<file path="src/rtl/neotang_clk_pkg.sv">
// Shared clocking definitions: PLL sequencer states, counter widths and
// width helpers used by the PLL reset controller and its PLL-domain consumers.
package neotang_clk_pkg;

    typedef enum logic [4:0] {
        S_RESET  = 5'b00001,
        S_WAIT   = 5'b00010,
        S_STABLE = 5'b00100,
        S_RUN    = 5'b01000,
        S_FAIL   = 5'b10000
    } state_t;

    localparam int unsigned LOSS_CNT_W = 32'd8;

    // Bits needed to hold 0..value-1, never less than one bit.
    function automatic int unsigned clog2_w(input int unsigned value);
        int unsigned w;
        w = 32'd1;
        for (int i = 1; i < 32; i++) begin
            if (value > (32'd1 << i)) begin
                w = i + 32'd1;
            end else begin
                w = w;
            end
        end
        return w;
    endfunction

    function automatic int unsigned max3_u(input int unsigned a,
                                           input int unsigned b,
                                           input int unsigned c);
        int unsigned m;
        m = (a > b) ? a : b;
        return (m > c) ? m : c;
    endfunction

endpackage

</file>
<file path="src/rtl/sync_2ff.sv">
// Two-flop synchronizer for level signals crossing into the local clock,
// with asynchronous active-low clear.
module sync_2ff #(
    parameter int unsigned WIDTH = 32'd1
) (
    input  logic             clk,
    input  logic             rst_n,
    input  logic [WIDTH-1:0] d,
    output logic [WIDTH-1:0] q
);

    logic [WIDTH-1:0] meta_r;
    logic [WIDTH-1:0] sync_r;

    // Two-stage capture of the asynchronous input.
    always_ff @(posedge clk or negedge rst_n) begin
        if (!rst_n) begin
            meta_r <= {WIDTH{1'b0}};
            sync_r <= {WIDTH{1'b0}};
        end else begin
            meta_r <= d;
            sync_r <= meta_r;
        end
    end

    assign q = sync_r;

endmodule

</file>
<file path="src/rtl/pll_reset_ctrl.sv">
// PLL reset sequencer and lock monitor running on the board reference clock:
// pulses the PLL reset, qualifies lock, releases the system reset and retries.
module pll_reset_ctrl
    import neotang_clk_pkg::*;
#(
    parameter int unsigned RST_PULSE_CYC    = 32'd16,
    parameter int unsigned LOCK_TIMEOUT_CYC = 32'd65535,
    parameter int unsigned STABLE_CYC       = 32'd1024,
    parameter int unsigned MAX_RETRIES      = 32'd3
) (
    input  logic                  CLKIN,
    input  logic                  RESETN,
    input  logic                  LOCK,
    input  logic                  RESTART,
    output logic                  PLL_RESET,
    output logic                  SYS_RESET_N,
    output logic                  READY,
    output logic                  FAIL,
    output logic [LOSS_CNT_W-1:0] LOSS_CNT
);

    localparam int unsigned CNT_W   = clog2_w(max3_u(RST_PULSE_CYC, LOCK_TIMEOUT_CYC, STABLE_CYC));
    localparam int unsigned RETRY_W = clog2_w(MAX_RETRIES + 32'd1);

    localparam logic [CNT_W-1:0]      CNT_ZERO    = CNT_W'(32'd0);
    localparam logic [CNT_W-1:0]      CNT_ONE     = CNT_W'(32'd1);
    localparam logic [CNT_W-1:0]      RST_LAST    = CNT_W'(RST_PULSE_CYC - 32'd1);
    localparam logic [CNT_W-1:0]      WAIT_LAST   = CNT_W'(LOCK_TIMEOUT_CYC - 32'd1);
    localparam logic [CNT_W-1:0]      STABLE_LAST = CNT_W'(STABLE_CYC - 32'd1);
    localparam logic [RETRY_W-1:0]    RETRY_ZERO  = RETRY_W'(32'd0);
    localparam logic [RETRY_W-1:0]    RETRY_ONE   = RETRY_W'(32'd1);
    localparam logic [RETRY_W-1:0]    RETRY_MAX   = RETRY_W'(MAX_RETRIES);
    localparam logic [LOSS_CNT_W-1:0] LOSS_ONE    = LOSS_CNT_W'(32'd1);
    localparam logic [LOSS_CNT_W-1:0] LOSS_MAX    = {LOSS_CNT_W{1'b1}};

    logic                  lock_s;
    state_t                state_r;
    state_t                next_s;
    logic [CNT_W-1:0]      cnt_r;
    logic [CNT_W-1:0]      cnt_nx_s;
    logic [RETRY_W-1:0]    retry_r;
    logic [RETRY_W-1:0]    retry_nx_s;
    logic [LOSS_CNT_W-1:0] loss_r;
    logic [LOSS_CNT_W-1:0] loss_nx_s;
    logic                  pll_reset_r;
    logic                  sys_reset_n_r;
    logic                  ready_r;
    logic                  fail_r;

    sync_2ff #(
        .WIDTH(32'd1)
    ) u_lock_sync (
        .clk  (CLKIN),
        .rst_n(RESETN),
        .d    (LOCK),
        .q    (lock_s)
    );

    // Next-state, retry and loss-count decisions; RESTART overrides everything.
    always_comb begin
        next_s     = state_r;
        retry_nx_s = retry_r;
        loss_nx_s  = loss_r;
        if (RESTART) begin
            next_s     = S_RESET;
            retry_nx_s = RETRY_ZERO;
        end else begin
            case (state_r)
                S_RESET: begin
                    if (cnt_r == RST_LAST) begin
                        next_s = S_WAIT;
                    end else begin
                        next_s = S_RESET;
                    end
                end
                S_WAIT: begin
                    if (lock_s) begin
                        next_s = S_STABLE;
                    end else if (cnt_r == WAIT_LAST) begin
                        if (retry_r == RETRY_MAX) begin
                            next_s = S_FAIL;
                        end else begin
                            next_s     = S_RESET;
                            retry_nx_s = retry_r + RETRY_ONE;
                        end
                    end else begin
                        next_s = S_WAIT;
                    end
                end
                S_STABLE: begin
                    if (!lock_s) begin
                        next_s = S_WAIT;
                    end else if (cnt_r == STABLE_LAST) begin
                        next_s     = S_RUN;
                        retry_nx_s = RETRY_ZERO;
                    end else begin
                        next_s = S_STABLE;
                    end
                end
                S_RUN: begin
                    if (!lock_s) begin
                        next_s = S_RESET;
                        if (loss_r != LOSS_MAX) begin
                            loss_nx_s = loss_r + LOSS_ONE;
                        end else begin
                            loss_nx_s = loss_r;
                        end
                    end else begin
                        next_s = S_RUN;
                    end
                end
                S_FAIL: begin
                    next_s = S_FAIL;
                end
                default: begin
                    // Illegal encoding: recover through a full PLL reset.
                    next_s     = S_RESET;
                    retry_nx_s = RETRY_ZERO;
                end
            endcase
        end
    end

    // Shared phase counter: restarts on every state change, idles in RUN/FAIL.
    always_comb begin
        cnt_nx_s = cnt_r;
        if (RESTART || (next_s != state_r)) begin
            cnt_nx_s = CNT_ZERO;
        end else if (state_r inside {S_RESET, S_WAIT, S_STABLE}) begin
            cnt_nx_s = cnt_r + CNT_ONE;
        end else begin
            cnt_nx_s = cnt_r;
        end
    end

    // State, counters and outputs decoded from next state.
    always_ff @(posedge CLKIN or negedge RESETN) begin
        if (!RESETN) begin
            state_r       <= S_RESET;
            cnt_r         <= CNT_ZERO;
            retry_r       <= RETRY_ZERO;
            loss_r        <= {LOSS_CNT_W{1'b0}};
            pll_reset_r   <= 1'b1;
            sys_reset_n_r <= 1'b0;
            ready_r       <= 1'b0;
            fail_r        <= 1'b0;
        end else begin
            state_r       <= next_s;
            cnt_r         <= cnt_nx_s;
            retry_r       <= retry_nx_s;
            loss_r        <= loss_nx_s;
            pll_reset_r   <= (next_s == S_RESET) || (next_s == S_FAIL);
            sys_reset_n_r <= (next_s == S_RUN);
            ready_r       <= (next_s == S_RUN);
            fail_r        <= (next_s == S_FAIL);
        end
    end

    assign PLL_RESET   = pll_reset_r;
    assign SYS_RESET_N = sys_reset_n_r;
    assign READY       = ready_r;
    assign FAIL        = fail_r;
    assign LOSS_CNT    = loss_r;

endmodule

</file>
<file path="config.mk">
export PLATFORM = sky130hd
export DESIGN_NAME = pll_reset_ctrl
export DESIGN_NICKNAME = d
export VERILOG_FILES = /design/src/rtl/neotang_clk_pkg.sv /design/src/rtl/sync_2ff.sv /design/src/rtl/pll_reset_ctrl.sv
export SDC_FILE = /design/constraint.sdc
export NUM_CORES = 1
export LEC_CHECK = 0
export CELL_PAD_IN_SITES_DETAIL_PLACEMENT = 0
export CELL_PAD_IN_SITES_GLOBAL_PLACEMENT = 1
export CORE_ASPECT_RATIO = 0.7
export CORE_MARGIN = 5
export CORE_UTILIZATION = 50
export CTS_CLUSTER_SIZE = 25
export DETAILED_ROUTE_END_ITERATION = 16
export DONT_BUFFER_PORTS = 1
export PLACE_DENSITY = 0.8
export SYNTH_ARGS = -nofsm -noshare
export SYNTH_HDL_FRONTEND = slang
export SYNTH_SLANG_ARGS = --single-unit
</file>
<file path="constraint.sdc">
create_clock -name CLKIN -period 2.9 [get_ports CLKIN]
set_input_delay 0.145 -clock CLKIN [delete_from_list [all_inputs] [get_ports CLKIN]]
set_output_delay 0.145 -clock CLKIN [all_outputs]
set_load 0.005 [all_outputs]
</file>
==> out/qor.csv, run 1 <==
metric,value,unit
grt_first_pass_wirelength,7650,µm
synth_flop_cell,sky130_fd_sc_hd__dfrtp_1,
synth.yosys.seq_area_share,41.4,%
setup.worst_path.end_class,register,
cap_viol_max_count,0,
cts.htree.levels,2,
irDropWorstVdd,0.274,mV
power.total,0.919,mW
cts_max_path_buffers,2,
timing.critical_path.arrival,2.84,ns
yosysTopAreaCellShare,39.0,%
critical_path_required,3.03,ns
rows,20,
synth_edf_count,0,
numPortBuffers,0,
final_net_count,219,
insertedDiodeCount,0,
tritoncts.num_buffers,5,
detail_route.wl_per_cell,16.3,µm
top_level_ports,16,
slew_viol_final,0,
synth_cell_count_leaders,"sky130_fd_sc_hd__dfrtp_1 (34), sky130_fd_sc_hd__nor2_1 (17), sky130_fd_sc_hd__xnor2_1 (17), sky130_fd_sc_hd__nand2_1 (13)",
slew_of_the_pin_with_the_lowest_slew_margin,1.02,ns
layout_worst_path_cycle_share,93.4,%
first_global_vias,1632,
number_of_sinks_handled_by_clock_tree_synthesis,36,
die_x,88.9,µm
ctsRootBufferMaster,sky130_fd_sc_hd__clkbuf_8,
worst_clock_skew,0.00530,ns
design.die.area,5800,µm²
post_synth_instance_area,2180,µm²
cts.clk_slew.worst_paths,0.08,ns
timing_worst_setup_path_type,reg2reg,
final_layout_size_suffix_gt1_share,17.0,%
run_status,"finished, final reports clean",
final_hold_viol_count,0,
vertical_extent_of_the_die,65.3,µm
synth.yosys.warnings,0,
fmax,369,MHz
detailedPlacementHpwl,3060,µm
number_of_antenna_violations_at_the_first_check_in_global_routing,0,
most_numerous_cell_in_the_yosys_netlist,sky130_fd_sc_hd__dfrtp_1,
start_util,51.0,%
drcViolationCount,0,
cellPowerDensity,399,nW/µm²
first_iter_violations,114,
gpl.final_weighted_congestion,0.791,
timing.setup.tns,0,ns
grt_use_total,16.9,%
async_flop_share,100,%
crit_path_start_kind,register,
area_delta_synth_final,5.68,%
synth-seq-cells,36,
number_of_distinct_library_cells_after_synthesis,51,
dr.pass1.iters,4,
synthDominantAreaCellType,sky130_fd_sc_hd__dfrtp_1,
leakage_power,0.901,nW
tritoncts_clock_tree,built,
min_period,2.71,ns
type_of_the_worst_min_delay_path,in2reg,
synth_fp_nets,219,
core-area,4280,µm²
maximum_number_of_pins_on_one_net_before_global_route_repair,37,
clk-insertion-delay-late,0.29,ns
route.detailed.vias_per_inst,5.92,
filler_cell_count,365,
drtAntennaViolNets,0,
post_synth_main_area_contributors,"sky130_fd_sc_hd__dfrtp_1 (39%), sky130_fd_sc_hd__xnor2_1 (6.8%), sky130_fd_sc_hd__nor4_2 (5.7%)",
overflow_left_after_global_routing,0,
rsz0062_at_grt,no,
critical_path_peak_fanout,16,
post_synth.cell_area_avg,10.3,µm²
syn_inst,211,
worst_slew_margin_rel,31.6,%
setup_viol,0,
route.vias.total,1580,
detail_route.wirelength,4350,µm
finish.utilization,53.9,%
==> final cells by class <==
cell class	instances	area, µm²	share of cell area (%)
clock buffers	5	68.8	2.99
flip-flops and latches	36	903	39.2
clock inverters	3	23.8	1.03
multi-input cells	155	1160	50.2
well taps	55	68.8	2.99
inverters	9	33.8	1.47
repair buffers	4	50.0	2.17
==> placed cells by master, fill, tap and decap left out, types with 2 or more instances in the layout <==
cell type / count
sky130_fd_sc_hd__nor2_1: 17
sky130_fd_sc_hd__o21ai_0: 4
sky130_fd_sc_hd__ha_1: 4
sky130_fd_sc_hd__nand2_1: 13
sky130_fd_sc_hd__a211oi_1: 2
sky130_fd_sc_hd__dlygate4sd3_1: 3
sky130_fd_sc_hd__nor2b_1: 2
sky130_fd_sc_hd__dfrtp_1: 34
sky130_fd_sc_hd__a21boi_0: 3
sky130_fd_sc_hd__nand4_1: 9
sky130_fd_sc_hd__nor4_2: 10
sky130_fd_sc_hd__and4_1: 2
sky130_fd_sc_hd__xnor2_1: 17
sky130_fd_sc_hd__nor4_1: 10
sky130_fd_sc_hd__nor3_1: 9
sky130_fd_sc_hd__and3_1: 3
sky130_fd_sc_hd__a21oi_1: 3
sky130_fd_sc_hd__clkinvlp_4: 2
sky130_fd_sc_hd__inv_1: 9
sky130_fd_sc_hd__o211ai_1: 3
sky130_fd_sc_hd__clkbuf_8: 5
sky130_fd_sc_hd__nand3_1: 9
sky130_fd_sc_hd__dfstp_2: 2
sky130_fd_sc_hd__nor2_2: 2
sky130_fd_sc_hd__mux2_2: 2
sky130_fd_sc_hd__xor2_1: 7
sky130_fd_sc_hd__mux2i_1: 2
==> flip-flops by register name, summed over array words and instances (netlist names) <==
name                flops
u_lock_sync.q           1
cnt_r                  16
state_r                 5
FAIL                    1
LOSS_CNT                8
READY                   1
PLL_RESET               1
u_lock_sync.meta_r      1
retry_r                 2
==> metrics by stage <==
step | setup WS (ns) | std cells | instance area (µm²) | hold WS [ns]
after floorplan | 0.757 | 211 | 2180 | -0.151
after global placement | 0.332 | 255 | 2160 | -0.150
after detailed placement | 0.247 | 255 | 2160 | -0.150
after CTS | 0.219 | 267 | 2300 | 0.0111
after global routing | 0.00266 | 267 | 2300 | 0.0236
final | 0.191 | 267 | 2300 | 0.0219
==> routing by layer <==
| metal | part of all wire (%) | global-route usage, % | vias up |
|---|---|---|---|
| li1 | - | - | 764 |
| met3 | 4.9 | 4.14 | 6 |
| met1 | 48 | 23.4 | 780 |
| met2 | 46 | 25.7 | 30 |
| met5 | 0 | 0 | - |
| met4 | 1.2 | 6.13 | 0 |
==> worst max-delay path, stage by stage, from the launching register on <==
cell	delay [ns]
sky130_fd_sc_hd__dfrtp_1	0.41
sky130_fd_sc_hd__inv_1	0.11
sky130_fd_sc_hd__ha_1	0.16
sky130_fd_sc_hd__nand4_1	0.10
sky130_fd_sc_hd__or4_4	0.56
sky130_fd_sc_hd__nor3_2	0.20
sky130_fd_sc_hd__nor4b_4	0.09
sky130_fd_sc_hd__xnor2_2	0.79
sky130_fd_sc_hd__nor4_1	0.13
==> worst paths after layout <==
| kind | startpoint | to | slack, ns | depth (start not counted) |
|---|---|---|---|---|
| setup / recovery | cnt_r[0]$_DFFE_PN0P_ | cnt_r[8]$_DFFE_PN0P_ | 0.19 | 8 |
| hold / removal | RESTART | state_r[1]$_DFF_PN0_ | 0.02 | 2 |
| setup reg to reg | cnt_r[0]$_DFFE_PN0P_ | cnt_r[8]$_DFFE_PN0P_ | 0.19 | 8 |
| hold reg to reg | u_lock_sync.meta_r$_DFF_PN0_ | u_lock_sync.q$_DFF_PN0_ | 0.37 | 0 |
| max in group asynchronous | RESETN | PLL_RESET$_DFF_PN1_ | 2.34 | 2 |
| min in group asynchronous | RESETN | cnt_r[0]$_DFFE_PN0P_ | 0.31 | 2 |
==> cell families (layout without fill, tap and decap cells) <==
family,Yosys count,after routing,share of synthesized area [%]
AOI/OAI and AO/OA,21,21,7.34
adders and majority gates,4,4,2.29
buffers and inverters,20,21,5.56
DFF,36,36,41.4
muxes,4,4,1.95
and+or+nand+nor,101,101,31.0
xor gates and xnor gates,25,25,10.4
==> timing repair <==
action	4_1_cts	5_1_grt
resized for setup	0	0
setup buffers	0	0
endpoints found under the hold margin	39	0
hold buffers	4	0
setup endpoints to repair	0	0
==> power breakdown <==
group	switching, mW	total (mW)	internal, mW
clock network	0.198	0.368	0.170
logic	0.0236	0.0382	0.0146
registers	0.00585	0.512	0.507
total	0.228	0.919	0.691
(Power assumes the default switching activity.)
==> run 2: changes to the inputs <==
--- a/config.mk
+++ b/config.mk
@@ -14,6 +14,7 @@
 export DETAILED_ROUTE_END_ITERATION = 16
 export DONT_BUFFER_PORTS = 1
 export PLACE_DENSITY = 0.8
+export SETUP_SLACK_MARGIN = 0.5
 export SYNTH_ARGS = -nofsm -noshare
 export SYNTH_HDL_FRONTEND = slang
 export SYNTH_SLANG_ARGS = --single-unit
==> run 2 against run 1 <==
Against the previous run:
- final cell count rose by 1.5%
- clock skew about the same
- highest routed layer unchanged
- utilization rose by 2.8 points
- clock power barely moved
- largest power group unchanged
==> out/qor.csv, run 2 (synthesis results as in run 1) <==
metric,value,unit,change
clk-insertion-delay-late,0.29,ns,about the same
grt_use_total,17.1,%,+0.13 points
critical_path_top_delay_cell,sky130_fd_sc_hd__dfrtp_1,,
layout_worst_path_cycle_share,79.8,%,-14 points
timing.critical_path.cells,nor2_2 -> nand3_2 -> a31oi_4 -> nor4b_4 -> xnor2_4 -> buf_12 -> nor4_1,,
most_common_cell_after_layout_fill_and_taps_aside,sky130_fd_sc_hd__dfrtp_1,,
final_net_count,223,,+1.8%
core-area,4280,µm²,unchanged
grt-busiest-layer,met2,,
grt.met3_usage,4.76,%,+0.63 points
insertedDiodeCount,0,,unchanged
worst_hold_path.endpoint,state_r[1]$_DFF_PN0_,,
run_status,"finished, final reports clean",,
whs_path_depth,2,,unchanged
worst_slew_margin_rel,51.2,%,+20 points
grt_first_pass_wirelength,7690,µm,+0.54%
numPortBuffers,0,,unchanged
global_route.usage.met2,25.6,%,-0.093 points
cts.clk_slew.worst_paths,0.08,ns,about the same
design.die.area,5800,µm²,unchanged
dr.pass1.iters,4,,unchanged
route.vias.total,1622,,+2.7%
detail_route.wl_per_cell,16.8,µm,+3.4%
flip_flop_count_of_the_largest_register_after_layout,16,,unchanged
leakage_power,0.933,nW,+3.5%
cp-startpoint,state_r[4]$_DFF_PN0_,,
first_global_vias,1633,,+0.061%
setup.worst_path.end_class,register,,
drcViolationCount,0,,unchanged
first_iter_violations,116,,+1.8%
detailedPlacementHpwl,3060,µm,unchanged
r2r-start,state_r[4]$_DFF_PN0_,,
number_of_antenna_violations_at_the_first_check_in_global_routing,0,,unchanged
reg2reg_slack,0.59,ns,+0.39 ns
setup_viol,0,,unchanged
type_of_the_worst_min_delay_path,in2reg,,
timing.critical_path.arrival,2.51,ns,-0.33 ns
slew_of_the_pin_with_the_lowest_slew_margin,0.731,ns,-0.290 ns
critical_path_required,3.09,ns,+0.06 ns
tritoncts.num_buffers,5,,unchanged
min_from,RESTART,,
tritoncts_clock_tree,built,,
timing_worst_setup_path_type,reg2reg,,
worst_clock_skew,0.00502,ns,-0.000279 ns
number_of_sinks_handled_by_clock_tree_synthesis,36,,unchanged
r2r.worst_path.cells,7,,-1
grt_use_met1,23.4,%,unchanged
top_level_ports,16,,unchanged
detail_route.wirelength,4570,µm,+4.9%
vertical_extent_of_the_die,65.3,µm,unchanged
rsz0062_at_grt,no,,
cap_viol_max_count,0,,unchanged
fmax,432,MHz,+17%
gpl.final_weighted_congestion,0.791,,unchanged
cts_max_path_buffers,2,,unchanged
critical_path.reg2reg.endpoint,cnt_r[9]$_DFFE_PN0P_,,
critical_path_peak_fanout,16,,unchanged
area_delta_synth_final,11.1,%,
power.total,0.925,mW,+0.71%
cts.htree.levels,2,,unchanged
ctsRootBufferMaster,sky130_fd_sc_hd__clkbuf_8,,
most-common-layout-cells,"sky130_fd_sc_hd__dfrtp_1 (33), sky130_fd_sc_hd__nor2_1 (17), sky130_fd_sc_hd__xnor2_1 (17), sky130_fd_sc_hd__nor4_2 (14), sky130_fd_sc_hd__nand2_1 (13)",,
timing.setup.tns,0,ns,unchanged
maximum_number_of_pins_on_one_net_before_global_route_repair,37,,unchanged
cellPowerDensity,382,nW/µm²,-4.2%
start_util,51.0,%,unchanged
min_period,2.31,ns,-0.394 ns
largest-register,cnt_r,,
die_x,88.9,µm,unchanged
irDropWorstVdd,0.273,mV,-0.39%
crit_path_start_kind,register,,
drtAntennaViolNets,0,,unchanged
rows,20,,unchanged
slew_viol_final,0,,unchanged
route.detailed.vias_per_inst,5.99,,+1.1%
final_layout_size_suffix_gt1_share,21.3,%,+4.3 points
crit_path_max_incr_delay,0.49,ns,-0.30 ns
final_hold_viol_count,0,,unchanged
overflow_left_after_global_routing,0,,unchanged
[run 2: timing repair]
action,in CTS,in global routing
pin swaps,1,3
hold endpoints to repair,39,0
endpoints found under the setup margin,16,16
gates resized for setup,2,8
hold buffers,4,0
setup buffers,1,3
[run 2: layout make-up]
class	count	area, µm²
multi-input combinational	155	1210
inverter	9	33.8
timing repair buffer	8	105
clock inverter	3	23.8
fill	342	1860
clock buffer	5	68.8
tap	55	68.8
sequential	36	908
[run 2: stage by stage]
stage                     hold WS, ns  setup slack [ns]  utilization, %  std cells  instance area (µm²)
after floorplan                -0.151             0.757               -        211                 2180
after global placement         -0.150             0.332            50.5        255                 2160
after detailed placement       -0.150             0.247            50.5        255                 2160
after CTS                      0.0111             0.551            54.9        268                 2350
after global routing           0.0216             0.486            56.6        271                 2420
final                          0.0303             0.585            56.6        271                 2420
[run 2: critical path, delay by kind of cell, from the launching register on]
kind | cells | cell delay (ns)
AND/OR/NAND/NOR | 4 | 1.14
flip-flops | 1 | 0.49
AO/OA/AOI/OAI | 1 | 0.30
buffers and inverters | 1 | 0.17
XOR/XNOR | 1 | 0.12
[run 2: how the worst max path moves through the flow]
stage               cells past startpoint                    end  slack, ns
CTS                                     7  cnt_r[15]$_DFFE_PN0P_       0.55
floorplan                               9   cnt_r[0]$_DFFE_PN0P_       0.76
global placement                        8   cnt_r[8]$_DFFE_PN0P_       0.33
finish                                  7   cnt_r[9]$_DFFE_PN0P_       0.59
global route                            6  cnt_r[15]$_DFFE_PN0P_       0.49
detailed placement                      8  cnt_r[15]$_DFFE_PN0P_       0.25
[run 2: where the power goes]
group / leakage, nW / internal, mW / switching [mW]
Combinational: 0.406 / 0.0197 / 0.0256
Sequential: 0.487 / 0.506 / 0.00617
Clock: 0.0404 / 0.170 / 0.197
Total: 0.933 / 0.696 / 0.229
[run 2: per-layer routing]
metal  vias up  part of all wire, %
li1        768                    -
met3        10                  4.4
met1       811                   47
met2        33                   46
met4         0                  2.1
met5         -                    0
==> run 3: changes to the inputs <==
==> constraint.sdc (replaced) <==
create_clock -name CLKIN -period 2.38 [get_ports CLKIN]
set_input_delay 0.119 -clock CLKIN [delete_from_list [all_inputs] [get_ports CLKIN]]
set_output_delay 0.119 -clock CLKIN [all_outputs]
set_load 0.005 [all_outputs]
==> run 3 against run 2 <==
Against the previous run:
- worst setup slack lost 0.49 ns
- critical path depth up 1
- first-iteration DRC count rose by 2.6%
- utilization grew 16 points
- clock power grew 17%
- final cell count grew 18%
- worst hold slack better by 0.094 ns
- largest power group unchanged
- highest routed layer unchanged
==> out/qor.csv, run 3 (synthesis results as in run 1) <==
metric,value,unit,change
run_status,"finished, final reports clean",,
critical_path_top_delay_cell,sky130_fd_sc_hd__dfrtp_2,,
rsz0062_at_grt,yes,,
tritoncts.num_buffers,5,,unchanged
maximum_number_of_pins_on_one_net_before_global_route_repair,37,,unchanged
first_global_vias,1878,,+15%
start_util,51.0,%,unchanged
timing.setup.tns,0,ns,unchanged
critical_path_peak_fanout,8,,-8
ctsRootBufferMaster,sky130_fd_sc_hd__clkbuf_8,,
type_of_the_worst_min_delay_path,in2reg,,
slew_viol_final,0,,unchanged
final_net_count,272,,+22%
place_inst,279,,+9.4%
route.detailed.vias_per_inst,5.97,,-0.28%
cellPowerDensity,368,nW/µm²,-3.6%
slew_of_the_pin_with_the_lowest_slew_margin,0.669,ns,-0.0620 ns
cts.htree.levels,2,,unchanged
die_x,88.9,µm,unchanged
timing_worst_setup_path_type,reg2reg,,
detail_route.wirelength,5930,µm,+30%
min_period,2.28,ns,-0.0317 ns
cts_max_path_buffers,2,,unchanged
numPortBuffers,0,,unchanged
rows,20,,unchanged
fmax,438,MHz,+1.4%
design.die.area,5800,µm²,unchanged
drcViolationCount,0,,unchanged
dr.pass1.iters,4,,unchanged
flip_flop_count_of_the_largest_register_after_layout,16,,unchanged
core-area,4280,µm²,unchanged
worst_slew_margin_rel,55.3,%,+4.1 points
clk-insertion-delay-late,0.30,ns,about the same
tritoncts_clock_tree,built,,
crit_path_max_incr_delay,0.48,ns,about the same
grt_use_total,21.3,%,+4.2 points
overflow_left_after_global_routing,0,,unchanged
power.total,1.14,mW,+23%
detail_route.wl_per_cell,18.5,µm,+9.9%
finish.utilization,72.4,%,+16 points
placed_area,2350,µm²,+8.7%
worst_clock_skew,0.00461,ns,-0.000408 ns
final_layout_size_suffix_gt1_share,47.2,%,+26 points
critical_path_required,2.57,ns,-0.52 ns
largest-register,cnt_r,,
number_of_antenna_violations_at_the_first_check_in_global_routing,0,,unchanged
cts.clk_slew.worst_paths,0.07,ns,about the same
pre_cts_slack,-0.221,ns,-0.469 ns
top_level_ports,16,,unchanged
gpl.final_weighted_congestion,0.873,,+10%
irDropWorstVdd,0.321,mV,+18%
cap_viol_max_count,0,,unchanged
most-common-layout-cells,"sky130_fd_sc_hd__buf_4 (40), sky130_fd_sc_hd__dfrtp_1 (28), sky130_fd_sc_hd__xnor2_1 (17), sky130_fd_sc_hd__nor2_1 (14), sky130_fd_sc_hd__nand2_1 (13)",,
first_iter_violations,119,,+2.6%
final_critical_path_setup_slack,0.0968,ns,-0.488 ns
route.vias.total,1910,,+18%
postLayoutCellArea,3100,µm²,+28%
crit_path_start_kind,register,,
timing.critical_path.cells,buf_6 -> o21ai_2 -> o211ai_1 -> a31oi_4 -> and3b_2 -> o221ai_4 -> buf_12 -> nor4_1,,
timing.critical_path.arrival,2.47,ns,-0.04 ns
setup_viol,0,,unchanged
detailedPlacementHpwl,3480,µm,+14%
drtAntennaViolNets,0,,unchanged
setup.worst_path.end_class,register,,
grt_first_pass_wirelength,9510,µm,+24%
area_delta_synth_final,42.1,%,
layout_worst_path_cycle_share,95.9,%,+16 points
leakage_power,1.25,nW,+34%
finalNonFillerCells,320,,+18%
most_common_cell_after_layout_fill_and_taps_aside,sky130_fd_sc_hd__buf_4,,
insertedDiodeCount,0,,unchanged
vertical_extent_of_the_die,65.3,µm,unchanged
final_hold_viol_count,0,,unchanged
number_of_sinks_handled_by_clock_tree_synthesis,36,,unchanged
fin_hold_ws,0.124,ns,+0.0936 ns
-- run 3: cell types whose count changed in the layout (fill, tap and decap cells not counted), moves of 3 or more --
cell	change
sky130_fd_sc_hd__and3_1	-3
sky130_fd_sc_hd__a21boi_0	-3
sky130_fd_sc_hd__buf_6	+9
sky130_fd_sc_hd__dfrtp_2	+5
sky130_fd_sc_hd__nor3_1	-3
sky130_fd_sc_hd__nor2_1	-3
sky130_fd_sc_hd__buf_4	+38
sky130_fd_sc_hd__nor4_2	-9
sky130_fd_sc_hd__dfrtp_1	-5
sky130_fd_sc_hd__nor4_4	+9
sky130_fd_sc_hd__and3_4	+3
-- run 3: timing repair --
item | 4_1_cts | 5_1_grt
endpoints found under the setup margin | 27 | 30
gates cloned | 1 | 0
endpoints found under the hold margin | 39 | 0
resized for setup | 31 | 41
buffers inserted | 14 | 14
pin swaps | 10 | 17
hold buffers | 4 | 0
-- run 3: metal layers --
| layer | global-route usage, % | vias to the layer above | part of all wire [%] |
|---|---|---|---|
| li1 | - | 869 | - |
| met1 | 30.0 | 943 | 43 |
| met2 | 31.7 | 84 | 46 |
| met3 | 5.39 | 14 | 8.9 |
| met4 | 7.81 | 0 | 1.9 |
| met5 | 0 | - | 0 |
-- run 3: critical path, delay by kind of cell, from the launching register on --
kind,cells,cell delay (ns)
simple gates,2,0.61
buf+inv,2,0.35
flops,1,0.48
compound gates,4,0.73
-- run 3: power by group --
part           switching (mW)  leakage (nW)  total (mW)  internal [mW]
logic                  0.0422         0.720      0.0831         0.0409
registers             0.00820         0.479       0.626          0.618
clock network           0.228        0.0479       0.431          0.204
-- run 3: final cells by class --
type                    count  area (µm²)
clock buffers               5        68.8
clock inverters             3        18.8
fillers                   274        1180
inverters                   9        36.3
multi-input cells         156        1480
flip-flops and latches     36         911
well taps                  55        68.8
repair buffers             56         512
-- run 3: path summary, 6_finish.rpt --
| path | slack (ns) | endpoint | cells past startpoint | start |
|---|---|---|---|---|
| hold / removal | 0.12 | LOSS_CNT[4]$_DFFE_PN0P_ | 3 | RESTART |
| setup reg to reg | 0.1 | cnt_r[9]$_DFFE_PN0P_ | 8 | state_r[2]$_DFF_PN0_ |
| setup / recovery | 0.1 | cnt_r[9]$_DFFE_PN0P_ | 8 | state_r[2]$_DFF_PN0_ |
| min in group asynchronous | 0.27 | LOSS_CNT[4]$_DFFE_PN0P_ | 2 | RESETN |
| hold reg to reg | 0.37 | u_lock_sync.q$_DFF_PN0_ | 0 | u_lock_sync.meta_r$_DFF_PN0_ |
| max in group asynchronous | 1.86 | state_r[0]$_DFF_PN1_ | 2 | RESETN |
